**src/rtl/irq_exc_ctrl_pkg.sv**
```systemverilog
// Shared CPU package: interrupt/exception controller states and vectors.
// Imported by irq_exc_ctrl.
package irq_exc_ctrl_pkg;

  typedef enum logic [2:0] {
    ST_IDLE     = 3'd0,
    ST_WAIT     = 3'd1,
    ST_TAKE_IRQ = 3'd2,
    ST_TAKE_EXC = 3'd3,
    ST_KERNEL   = 3'd4
  } irq_state_t;

  localparam logic [31:0] IRQ_VEC = 32'h8000_0004;
  localparam logic [31:0] EXC_VEC = 32'h8000_0008;

  function automatic logic is_take(input irq_state_t s);
    return (s == ST_TAKE_IRQ) || (s == ST_TAKE_EXC);
  endfunction

endpackage

```
**src/rtl/irq_exc_ctrl.sv**
```systemverilog
// Interrupt / exception controller: takes one event at a time,
// redirects the PC, saves EPC and tracks kernel mode.
module irq_exc_ctrl
  import irq_exc_ctrl_pkg::*;
(
  input  logic        clk,
  input  logic        reset,
  input  logic        irq_req,
  input  logic        irq_en,
  input  logic        exc_req,
  input  logic        eret,
  input  logic        stall,
  input  logic        flush,
  input  logic [31:0] pc_id,
  output logic        intterupt,
  output logic        exception,
  output logic [31:0] redirect_pc,
  output logic [31:0] epc,
  output logic        kernel_mode,
  output logic        irq_ack,
  output logic        nested_err,
  output logic [7:0]  taken_cnt
);

  irq_state_t  r_state;
  irq_state_t  w_next;
  logic [31:0] r_epc;
  logic [7:0]  r_cnt;
  logic        r_nerr;
  logic        w_irq;
  logic        w_go;

  assign w_irq = irq_req & irq_en;
  assign w_go  = ~stall & ~flush;

  always_comb begin
    w_next = r_state;
    unique case (r_state)
      ST_IDLE, ST_WAIT: begin
        if (exc_req)
          w_next = ST_TAKE_EXC;
        else if (w_irq)
          w_next = w_go ? ST_TAKE_IRQ : ST_WAIT;
        else
          w_next = ST_IDLE;
      end
      ST_TAKE_IRQ,
      ST_TAKE_EXC: w_next = ST_KERNEL;
      ST_KERNEL: begin
        if (eret)
          w_next = ST_IDLE;
      end
      default: w_next = ST_IDLE;
    endcase
  end

  always_ff @(posedge clk or negedge reset) begin
    if (!reset)
      r_state <= ST_IDLE;
    else
      r_state <= w_next;
  end

  // EPC and count update on the edge entering a TAKE state so
  // they are already valid alongside the redirect pulse.
  always_ff @(posedge clk or negedge reset) begin
    if (!reset) begin
      r_epc <= 32'd0;
      r_cnt <= 8'd0;
    end else if (is_take(w_next) && !is_take(r_state)) begin
      r_epc <= (w_next == ST_TAKE_EXC) ? pc_id + 32'd4 : pc_id;
      r_cnt <= r_cnt + 8'd1;
    end
  end

  always_ff @(posedge clk or negedge reset) begin
    if (!reset)
      r_nerr <= 1'b0;
    else if (r_state == ST_KERNEL && exc_req)
      r_nerr <= 1'b1;
  end

  assign intterupt   = (r_state == ST_TAKE_IRQ);
  assign exception   = (r_state == ST_TAKE_EXC);
  assign irq_ack     = intterupt;
  assign kernel_mode = is_take(r_state) || (r_state == ST_KERNEL);
  assign redirect_pc = intterupt ? IRQ_VEC :
                       exception ? EXC_VEC : 32'd0;
  assign epc         = r_epc;
  assign taken_cnt   = r_cnt;
  assign nested_err  = r_nerr;

endmodule

```
**config.mk**
```make
export PLATFORM = sky130hd
export DESIGN_NAME = irq_exc_ctrl
export DESIGN_NICKNAME = d
export VERILOG_FILES = /design/src/rtl/irq_exc_ctrl_pkg.sv /design/src/rtl/irq_exc_ctrl.sv
export SDC_FILE = /design/constraint.sdc
export NUM_CORES = 1
export LEC_CHECK = 0
export CELL_PAD_IN_SITES_DETAIL_PLACEMENT = 0
export CELL_PAD_IN_SITES_GLOBAL_PLACEMENT = 1
export CORE_AREA = 2 2 79 81
export DETAILED_ROUTE_END_ITERATION = 10
export DIE_AREA = 0 0 81 83
export DONT_BUFFER_PORTS = 1
export PLACE_DENSITY = 0.85
export SLEW_MARGIN = 5
export SYNTH_ARGS = -nofsm -noshare
export SYNTH_HDL_FRONTEND = slang
export SYNTH_SLANG_ARGS = --single-unit
```
**constraint.sdc**
```tcl
create_clock -name clk -period 3 [get_ports clk]
set_input_delay 0.3 -clock clk [delete_from_list [all_inputs] [get_ports clk]]
set_output_delay 0.3 -clock clk [all_outputs]
set_load 0.02 [all_outputs]
```
# After elaboration in Yosys (flattened, before gate mapping)
# Index checks and enable logic that the tools add are counted.
# word_totals
mem_bits_rw,0
elab_cells,33
n_memories,0
regBits,44
out_inout_bits,77
latchBits,0
mem_bits_ro,0
# classes
n_bitwise,4
div_mod_pow,0
add_sub_neg,2
magnitude_cmp,0
eq_ne,6
n_mux,8
mul,0
n_shift,0
n_reduce_logical,9
# ops
operator,count
2-to-1 mux 32 bit,3
adder 32 x 3 -> 32 bit (second input constant),1
== test 3 x 2 -> 1 bit (second input constant),4
one-hot mux 3 bit (3 select lines),1
adder 8 x 1 -> 8 bit (second input constant),1
2-to-1 mux 2 bit,3
OR reduction 2 bit,2
== test 3 x 1 -> 1 bit (second input constant),1
== test 3 bit (second input constant),1
zero test 3 bit,1
logical OR 1 bit,3
2-to-1 mux 3 bit,1
AND 1 bit,2
logical AND 1 bit,2
inverter 1 bit,2
zero test 1 bit,1

# Depth between registers and ports, before layout
# Gate-level depths: netlist of the first run.
# logic_depth
word_depth,9
ltp_mapped,7
mapped_depth_nobuf,6

# Worst setup path after synthesis of the first run
# Ideal clock, no wire load.
# synth_timing
kind,input to register
from,input port pc_id[7]
to,register r_epc[29] (netlist: epc[29])
t_arrival_ns,1.378
setup_time_ns,0.126
t_required_ns,2.874
path_buffers,1
path_stages,6
setup_slack_ns,1.495
path_cell_list,and4_1 -> buf_6 -> and4_4 -> and3_4 -> a21oi_1 -> a311o_1
# synth_between
elab_chain_len,2
# synth_lines
element,line_no,rtl
"start, declared",irq_exc_ctrl.sv:14,"input logic [31:0] pc_id,"
adder 32 x 3 -> 32 bit,irq_exc_ctrl.sv:71,r_epc <= (w_next == ST_TAKE_EXC) ? pc_id + 32'd4 : pc_id;
2-to-1 mux 32 bit,irq_exc_ctrl.sv:71,
"end signal, assigned",irq_exc_ctrl.sv:71,
"end, declared",irq_exc_ctrl.sv:27,logic [31:0] r_epc;
# No other way between the ends.
# A chain may end at the register's enable or synchronous reset.

# Worst setup path in the final report of the first run
# layout_timing
from,register r_state[2]
to,register r_epc[30] (netlist: epc[30])
# layout_between
elab_chain_len,6
word_cells_on_any_way,16
# layout_lines
element,line_no,rtl
"start, declared",irq_exc_ctrl.sv:25,irq_state_t r_state;
"start signal, assigned",irq_exc_ctrl.sv:61,r_state <= w_next;
"== test 3 x 2 -> 1 bit, or another cell as far along","irq_exc_ctrl_pkg.sv:17, irq_exc_ctrl.sv:38",
OR reduction 2 bit,irq_exc_ctrl.sv:38,unique case (r_state)
one-hot mux 3 bit (3 select lines),irq_exc_ctrl.sv:38,
== test 3 x 2 -> 1 bit (on tied branches),"irq_exc_ctrl_pkg.sv:17, irq_exc_ctrl.sv:71",
logical OR 1 bit,irq_exc_ctrl_pkg.sv:17,return (s == ST_TAKE_IRQ) || (s == ST_TAKE_EXC);
logical AND 1 bit,irq_exc_ctrl.sv:70,end else if (is_take(w_next) && !is_take(r_state)) begin
# Parallel ways exist; a longest one is shown, timed or not.

==> flow_metrics.env, run 1 <==
export IMPL_ys_ff_latch=44
export IMPL_totalWireLength_um=5490
export IMPL_wl_per_cell_um=15.3
export IMPL_syn_inst=286
export IMPL_vdd_drop_max_mv=0.387
export IMPL_maxSlewViolCount=0
export IMPL_fmax_mhz=493
export IMPL_synth_compound_area_share_pct=8.98
export IMPL_mostFrequentLayoutCell="nand2_1"
export IMPL_power_density_nw_per_um2=918
export IMPL_antenna_left=0
export IMPL_timing_slew_headroom_pct=28.4
export IMPL_antenna_found_initial=0
export IMPL_yosysWarnings=0
export IMPL_synth_top_cell_by_area="dfrtp_1"
export IMPL_power_frac_clock_pct=18.9
export IMPL_ctsHoldBuffers=2
export IMPL_synth_xor_area_share_pct=11.5
export IMPL_grt_setup_unrepaired="false"
export IMPL_post_route_period_util_pct=67.6
export IMPL_overflow=0
export IMPL_initial_utilization_pct=44.3
export IMPL_pwr_share_comb_pct=24.8
export IMPL_synth_top_family_by_area="simple AND/OR/NAND/NOR gates"
export IMPL_dieArea_um2=6720
export IMPL_port_buffer_count=0
export IMPL_cts_setup_buffers=0
export IMPL_vias=1856
export IMPL_grt_pass1_wl_um=8980
export IMPL_cts_resized_gates=0
export IMPL_cts_reportedPaths_clkPinSlew_ns=0.09
export IMPL_internal_power_w=0.00131
export IMPL_setup_viol=0
export IMPL_crit_path_max_fanout=12
export IMPL_die_w_um=81
export IMPL_syn_area_um2=2580
export IMPL_worst_setup_path_type="reg2reg"
export IMPL_drt_iter0_drc=83
export IMPL_cts_tree="done"
export IMPL_synthSimpleGateAreaFrac_pct=23.0
export IMPL_core_area_um2=5820
export IMPL_ys_seq_area_share_pct=42.7
export IMPL_mostFrequentLayoutCells="nand2_1 (54), dfrtp_1 (44), conb_1 (29), o21ai_0 (25), xnor2_1 (25)"
export IMPL_synth_top_area_share_pct=42.7
export IMPL_p_leak_nw=1.14
export IMPL_synthAdderAreaFrac_pct=0.970
export IMPL_grt_max_degree=45
export IMPL_crit_path_end_kind="flip-flop"
export IMPL_gp_congestion=0.759
export IMPL_fin_nets=324
export IMPL_cts_root_buf="clkbuf_8"
export IMPL_cts_made_buffers=5
export IMPL_drcViolationCount=0
export IMPL_switching_share_pct=46.3
export IMPL_fin_crit_ns=2.03
export IMPL_numClockSinks=44
export IMPL_vias_per_cell=5.18
export IMPL_worstSkewPairLatency_ns=0.30
export IMPL_cts_buffer_depth=2
export IMPL_drive_above_1_share_pct=7.77
export IMPL_cp_required_ns=3.17
export IMPL_total_power_w=0.00243
export IMPL_die_y_um=83
export IMPL_fp_row_count=28
export IMPL_htreeDepth=2
export IMPL_worst_slew_pin_slew_ns=1.07
export IMPL_syn2layout_area_growth_pct=2.62
export IMPL_synth_area_leaders="dfrtp_1 (43%), buf_4 (9.3%), xnor2_1 (8.5%), nand2_1 (7.9%), o21ai_0 (4.9%)"
export IMPL_syn_avg_cell_area_um2=9.02
export IMPL_grt_pass1_vias=1833
export IMPL_grt_usage_pct=16.8
export IMPL_pwr_share_seq_pct=56.3
export IMPL_start_kind="flip-flop"
export IMPL_tns_ns=0
export IMPL_synth_area_mux_share_pct=0
export IMPL_hold_path_class="in2reg"
export IMPL_ys_types=36
export IMPL_num_io_pins=117
export IMPL_drt_pass1_iter_count=4
export IMPL_finalHoldViolations=0
export IMPL_critPathArrivalTime_ns=2.20
export IMPL_finClkSkew_ns=0.00696
export IMPL_dp_hpwl_um=4020
export IMPL_num_antenna_cells=0
export IMPL_switchingPower_w=0.00112
export IMPL_status="complete, no violations"
export IMPL_max_cap_viol_count=0
cells in the mapped netlist:
| master | number |
|---|---|
| a211o_1 | 1 |
| a21oi_1 | 1 |
| a311o_1 | 1 |
| a31oi_1 | 1 |
| and2_1 | 2 |
| and3_1 | 4 |
| and3_2 | 1 |
| and3_4 | 1 |
| and4_1 | 3 |
| and4_2 | 1 |
| and4_4 | 1 |
| buf_2 | 5 |
| buf_4 | 32 |
| buf_6 | 2 |
| clkbuf_1 | 4 |
| conb_1 | 1 |
| dfrtp_1 | 44 |
| ha_1 | 2 |
| inv_1 | 6 |
| nand2_1 | 54 |
| nand2b_1 | 1 |
| nand3_1 | 13 |
| nand4_1 | 9 |
| nand4_4 | 1 |
| nor2_1 | 10 |
| nor3_1 | 9 |
| nor4_1 | 6 |
| nor4bb_1 | 1 |
| o211a_1 | 1 |
| o211ai_1 | 2 |
| o21ai_0 | 25 |
| o21ai_2 | 5 |
| o21bai_1 | 1 |
| or3b_2 | 1 |
| xnor2_1 | 25 |
| xor2_1 | 9 |
logic make-up (layout without fill, tap and decap cells):
kind of cell,count (synthesis),after routing
adder cells (fa/ha/maj),2,2
buffers and inverters,49,18
AO/OA/AOI/OAI,38,38
XOR/XNOR,34,34
AND/OR/NAND/NOR,118,118
other,1,29
flip-flops,44,44
metal layers:
metal	up-vias	GRT usage, %	part of all wire (%)
met5	-	0	0
met4	0	4.31	1.3
met3	9	7.83	12
met2	86	26.1	47
met1	858	21.1	40
li1	903	-	-
final timing paths:
path                       depth (start not counted)  slack [ns]       start            to
min in group asynchronous                          2        0.51       reset  taken_cnt[5]
max                                                5        0.97  r_state[2]       epc[30]
max in group asynchronous                          2        2.28       reset       epc[11]
min reg2reg                                        2        0.60  r_state[1]    nested_err
max reg2reg                                        5        0.97  r_state[2]       epc[30]
min                                                2        0.10    pc_id[1]        epc[1]
registers in the layout, summed over array words and instances (netlist names):
register	flops
r_state	3
nested_err	1
epc	32
taken_cnt	8
cell type report:
| class | count | area, um^2 |
|---|---|---|
| clock buffer | 5 | 68.8 |
| clock inverter | 3 | 42.5 |
| fill | 574 | 3170 |
| inverter | 6 | 22.5 |
| multi-input combinational | 221 | 1260 |
| sequential | 44 | 1100 |
| tap | 75 | 93.8 |
| timing repair buffer | 4 | 52.6 |
per-stage QoR:
stage / hold WS (ns) / cell area, um^2 / worst slack [ns] / util, % / std cells
floorplan: 0.00441 / 2680 / 1.50 / - / 314
global placement: 0.00529 / 2500 / 0.977 / 42.9 / 348
detailed placement: 0.00529 / 2500 / 0.958 / 42.9 / 348
CTS: 0.0925 / 2650 / 0.960 / 45.5 / 358
global route: 0.0914 / 2650 / 0.821 / 45.5 / 358
finish: 0.101 / 2650 / 0.971 / 45.5 / 358
power by group through the flow:
stage	combinational, W	clock [W]	sequential, W
4_1_cts	0.000614	0.000473	0.00138
2_1_floorplan	0.000561	0	0.00132
5_1_grt	0.000704	0.000497	0.00141
6_report	0.000602	0.000460	0.00137
3_5_place_dp	0.000596	0	0.00139
3_3_place_gp	0.000576	0	0.00139
worst max-delay path, cell delays in order, from the launching register on:
cell and delay (ns):
dfrtp_1 0.39, nor2_1 0.29, o211ai_1 0.50, nor4_1 0.48, xnor2_1 0.18, o21ai_2 0.07
Note: power is estimated with default switching activity, not from simulation.
==> inputs of run 2 (changes only) <==
==> constraint.sdc (replaced) <==
create_clock -name clk -period 1.9 [get_ports clk]
set_input_delay 0.19 -clock clk [delete_from_list [all_inputs] [get_ports clk]]
set_output_delay 0.19 -clock clk [all_outputs]
set_load 0.02 [all_outputs]
==> run 2 against run 1 <==
Register-to-register slack worse by 0.77 ns. Combinational power is 66% higher. Clock skew is 0.0018 ns lower. Sequential power is 58% higher. Hold slack worse by 0.087 ns. Sequential cell count stayed put. Final area is 3.2% higher. Utilization is 1.4 points higher. Largest cell class unchanged. Highest routed layer unchanged.
==> flow_metrics.env, run 2 (synthesized netlist as in run 1, its figures left out) <==
export IMPL_finClkSkew_ns=0.00512
export IMPL_largest_reg_flops=32
export IMPL_antenna_found_initial=0
export IMPL_crit_path_max_fanout=6
export IMPL_critPathArrivalTime_ns=1.88
export IMPL_hold_path_class="in2reg"
export IMPL_fin_nets=333
export IMPL_grt_max_degree=45
export IMPL_vias_per_cell=4.99
export IMPL_maxSlewViolCount=0
export IMPL_cts_made_buffers=5
export IMPL_worstSkewPairLatency_ns=0.30
export IMPL_final_cell_count_no_fill=367
export IMPL_wl_per_cell_um=14.9
export IMPL_grt_usage_pct=17.1
export IMPL_antenna_left=0
export IMPL_placed_cells=354
export IMPL_fillCellCount=604
export IMPL_dieArea_um2=6720
export IMPL_max_cap_viol_count=0
export IMPL_cts_buffer_depth=2
export IMPL_power_density_nw_per_um2=1430
export IMPL_final_util_pct=46.9
export IMPL_fp_row_count=28
export IMPL_drive_above_1_share_pct=10.3
export IMPL_port_buffer_count=0
export IMPL_vias=1830
export IMPL_status="complete, no violations"
export IMPL_drcViolationCount=0
export IMPL_cts_reportedPaths_clkPinSlew_ns=0.09
export IMPL_finalHoldViolations=0
export IMPL_fmax_mhz=588
export IMPL_die_y_um=83
export IMPL_crit_path_end_kind="flip-flop"
export IMPL_start_kind="flip-flop"
export IMPL_cts_setup_buffers=0
export IMPL_overflow=0
export IMPL_dp_hpwl_um=4090
export IMPL_gp_congestion=0.769
export IMPL_worst_setup_path_type="reg2reg"
export IMPL_cp_required_ns=2.08
export IMPL_mostFrequentLayoutCells="nand2_1 (54), dfrtp_1 (44), conb_1 (29), o21ai_0 (25), xnor2_1 (25)"
export IMPL_die_w_um=81
export IMPL_drt_pass1_iter_count=4
export IMPL_p_leak_nw=1.18
export IMPL_totalWireLength_um=5460
export IMPL_setup_viol=0
export IMPL_initial_utilization_pct=44.3
export IMPL_grt_setup_unrepaired="false"
export IMPL_htreeDepth=2
export IMPL_syn2layout_area_growth_pct=5.87
export IMPL_cts_tree="done"
export IMPL_numClockSinks=44
export IMPL_fin_crit_ns=1.70
export IMPL_mostFrequentLayoutCell="nand2_1"
export IMPL_cts_root_buf="clkbuf_8"
export IMPL_grt_pass1_wl_um=8940
export IMPL_vdd_drop_max_mv=0.624
export IMPL_drt_iter0_drc=105
export IMPL_num_antenna_cells=0
export IMPL_post_route_period_util_pct=89.6
export IMPL_num_io_pins=117
export IMPL_tns_ns=0
export IMPL_core_area_um2=5820
export IMPL_grt_pass1_vias=1788
export IMPL_fin_area_um2=2730
export IMPL_placed_area_um2=2540
==> run 2: cell types whose count changed in the layout (fill, tap and decap cells not counted), sizes merged <==
cell         delta
dlygate4sd3     +3
buf             +6
==> run 2: path summary, 6_finish.rpt <==
kind                       startpoint    endpoint  slack [ns]  cells past startpoint
max reg2reg                r_state[2]     epc[29]        0.20                      6
max in group asynchronous       reset     epc[26]        1.29                      2
max                        r_state[2]     epc[29]        0.20                      6
min                           exc_req  nested_err        0.01                      2
min in group asynchronous       reset     epc[17]        0.41                      2
min reg2reg                r_state[0]  nested_err        0.61                      2
==> run 2: cell type report <==
| class | instances | area, um^2 | share of cell area (%) |
|---|---|---|---|
| Tap cell | 75 | 93.8 | 3.44 |
| Inverter | 6 | 22.5 | 0.825 |
| Sequential cell | 44 | 1100 | 40.3 |
| Timing Repair Buffer | 13 | 128 | 4.67 |
| Clock inverter | 3 | 42.5 | 1.56 |
| Multi-Input combinational cell | 221 | 1270 | 46.7 |
| Clock buffer | 5 | 68.8 | 2.52 |
==> run 2: where the power goes <==
part	internal [W]	switching, W
registers	0.00135	0.000814
clock network	0.000390	0.000346
logic	0.000365	0.000638
==> run 2: metrics by stage <==
stage / hold slack [ns] / worst slack [ns] / total power, W
after floorplan: -0.106 / 0.442 / 0.00297
after global placement: -0.105 / 0.0776 / 0.00314
after detailed placement: -0.105 / 0.0307 / 0.00317
after CTS: 0.00645 / 0.0276 / 0.00394
after global routing: 0.00488 / 0.0595 / 0.00420
final: 0.0137 / 0.199 / 0.00390
==> run 2: repair_timing <==
item                       4_1_cts  5_1_grt
hold buffers                     5        0
hold endpoints to repair        47        0
gates resized for setup          0        2
setup endpoints to repair        0       11
==> run 2: critical path: stages (launching register included) <==
cell and delay (ns):
dfrtp_1 0.40, nor2_2 0.25, o21ai_2 0.19, inv_1 0.15
and3_4 0.22, a21oi_1 0.06, a311o_1 0.31
==> run 2: per-layer routing <==
layer	track usage (%)	share of wire (%)	vias to the layer above
met5	0	0	-
met4	4.62	1.2	0
met3	6.74	10	6
met2	25.9	44	77
met1	22.5	44	832
li1	-	-	915
==> inputs of run 3 (changes only) <==
--- a/config.mk
+++ b/config.mk
@@ -11,7 +11,7 @@
 export DETAILED_ROUTE_END_ITERATION = 10
 export DIE_AREA = 0 0 81 83
 export DONT_BUFFER_PORTS = 1
-export PLACE_DENSITY = 0.85
+export PLACE_DENSITY = 0.77
 export SLEW_MARGIN = 5
 export SYNTH_ARGS = -nofsm -noshare
 export SYNTH_HDL_FRONTEND = slang
==> run 3 against run 2 <==
Sequential share of layout area grew 0.51 points. Hold slack is essentially flat. Global-route usage down 0.24 points. Via count is essentially flat. Combinational power about the same. Routed wire length down 0.31%. First-iteration DRC count shrank 23%. Sequential power barely moved. Worst setup slack gained 0.058 ns. Clock-buffer cell count grew 2. Die area stayed put. Highest routed layer unchanged.
==> flow_metrics.env, run 3 (synthesized netlist as in run 1, its figures left out) <==
export IMPL_status="complete, no violations"
export IMPL_crit_path_end_kind="flip-flop"
export IMPL_antenna_found_initial=0
export IMPL_fmax_mhz=609
export IMPL_r2r_start="r_state[2]"
export IMPL_worstSkewPairLatency_ns=0.30
export IMPL_largest_reg_flops=32
export IMPL_critPathArrivalTime_ns=1.85
export IMPL_core_area_um2=5820
export IMPL_vias=1831
export IMPL_drt_pass1_iter_count=4
export IMPL_mostFrequentLayoutCells="nand2_1 (54), dfrtp_1 (44), conb_1 (29), o21ai_0 (25), xnor2_1 (25)"
export IMPL_grt_pass1_vias=1788
export IMPL_cp_required_ns=2.10
export IMPL_switchingPower_w=0.00177
export IMPL_final_util_pct=46.4
export IMPL_post_route_period_util_pct=86.5
export IMPL_syn2layout_area_growth_pct=4.56
export IMPL_vias_per_cell=5.00
export IMPL_register_area_um2=1100
export IMPL_htreeDepth=2
export IMPL_multi_input_area_um2=1270
export IMPL_holdPathStages=2
export IMPL_final_cell_count_no_fill=366
export IMPL_grt_pass1_wl_um=8910
export IMPL_fin_crit_ns=1.64
export IMPL_drive_above_1_share_pct=9.62
export IMPL_fillCellCount=583
export IMPL_fin_nets=332
export IMPL_cts_made_buffers=5
export IMPL_total_power_w=0.00377
export IMPL_worst_slew_pin_slew_ns=0.487
export IMPL_num_io_pins=117
export IMPL_tns_ns=0
export IMPL_mostFrequentLayoutCell="nand2_1"
export IMPL_max_cap_viol_count=0
export IMPL_internal_power_w=0.00201
export IMPL_cts_reportedPaths_clkPinSlew_ns=0.08
export IMPL_gp_congestion=0.796
export IMPL_power_density_nw_per_um2=1400
export IMPL_finClkSkew_ns=0.00582
export IMPL_setup_viol=0
export IMPL_drt_iter0_drc=81
export IMPL_worst_setup_path_type="reg2reg"
export IMPL_crit_chain="nor2_2 > o21ai_2 > inv_1 > buf_4 > nand4_1 > xor2_1 > o21ai_0"
export IMPL_placed_cells=354
export IMPL_die_w_um=81
export IMPL_worst_hold_slack_ns=0.0139
export IMPL_switching_share_pct=46.8
export IMPL_overflow=0
export IMPL_pwr_share_comb_pct=26.4
export IMPL_wl_per_cell_um=14.9
export IMPL_maxSlewViolCount=0
export IMPL_rr_worst_depth=7
export IMPL_die_y_um=83
export IMPL_grt_usage_pct=16.8
export IMPL_num_antenna_cells=0
export IMPL_r2r_slack_ns=0.26
export IMPL_cts_setup_buffers=0
export IMPL_timing_slew_headroom_pct=67.1
export IMPL_port_buffer_count=0
export IMPL_holdPathEnd="epc[0]"
export IMPL_min_from="pc_id[0]"
export IMPL_p_leak_nw=1.17
export IMPL_grt_setup_unrepaired="false"
export IMPL_critical_path_slowest_cell="dfrtp_1"
export IMPL_dp_hpwl_um=4110
export IMPL_pwr_share_seq_pct=57.3
export IMPL_cts_root_buf="clkbuf_8"
export IMPL_antenna_left=0
export IMPL_grt_max_degree=45
export IMPL_numClockSinks=44
export IMPL_fp_row_count=28
export IMPL_hold_path_class="in2reg"
export IMPL_cpPeakStageDelay_ns=0.40
export IMPL_finalHoldViolations=0
export IMPL_drcViolationCount=0
export IMPL_cts_tree="done"
export IMPL_dieArea_um2=6720
export IMPL_crit_path_max_fanout=10
export IMPL_power_frac_clock_pct=16.3
export IMPL_initial_utilization_pct=44.3
export IMPL_start_kind="flip-flop"
export IMPL_cts_buffer_depth=2
export IMPL_totalWireLength_um=5440
export IMPL_vdd_drop_max_mv=0.537
export IMPL_worstReg2RegEnd="epc[5]"
## run 3: changes by cell type in the layout (fill, tap and decap cells not counted), sizes merged
cell,previous run,this run
bufinv,1,0
clkbuf,5,7
clkinv,1,0
dlygate4sd3,4,3
## run 3: through the flow
stage	setup slack (ns)	instance area, um^2
after floorplan	0.442	2680
after global placement	0.233	2540
after detailed placement	0.136	2540
after CTS	0.122	2690
after global routing	0.0719	2700
final	0.257	2700
## run 3: how the worst max path moves through the flow
stage / from / to / cells after the start
after floorplan: r_state[2] / epc[28] / 6
after global placement: r_state[2] / epc[30] / 5
after detailed placement: r_state[2] / epc[5] / 7
after CTS: r_state[2] / epc[5] / 7
after global routing: r_state[2] / epc[5] / 7
final: r_state[2] / epc[5] / 7
## run 3: cell type report
cell class | count | area share (%)
Clock buffer | 7 | 3.20
Clock inverter | 1 | 0.278
Inverter | 6 | 0.835
Multi-Input combinational cell | 221 | 47.0
Sequential cell | 44 | 40.8
Tap cell | 75 | 3.48
Timing Repair Buffer | 12 | 4.36
## run 3: repair_timing
| action | 4_1_cts | 5_1_grt |
|---|---|---|
| endpoints found under the setup margin | 0 | 6 |
| hold buffers | 4 | 0 |
| hold endpoints to repair | 46 | 0 |
| resized for setup | 0 | 1 |
## run 3: routing by layer
layer  wire, um  up-vias  track usage (%)  share of wire, %
li1           -      916                -                 -
met3        504        7             5.00               9.3
met4         67        0             5.55               1.2
met1       2310      837             22.8                43
met2       2560       71             25.5                47
met5          0        -                0                 0
## run 3: critical path, delay by kind of cell (launching register included)
family / cells / cell delay, ns
buf+inv: 2 / 0.29
flops: 1 / 0.40
simple gates: 2 / 0.34
compound gates: 2 / 0.38
xor+xnor: 1 / 0.15
## run 3: power groups by stage
stage / logic [W] / registers (W) / clock network (W)
after floorplan: 0.000886 / 0.00208 / 0
after global placement: 0.000960 / 0.00219 / 0
after detailed placement: 0.000979 / 0.00219 / 0
after CTS: 0.00101 / 0.00218 / 0.000639
after global routing: 0.00115 / 0.00223 / 0.000693
final: 0.000995 / 0.00216 / 0.000616
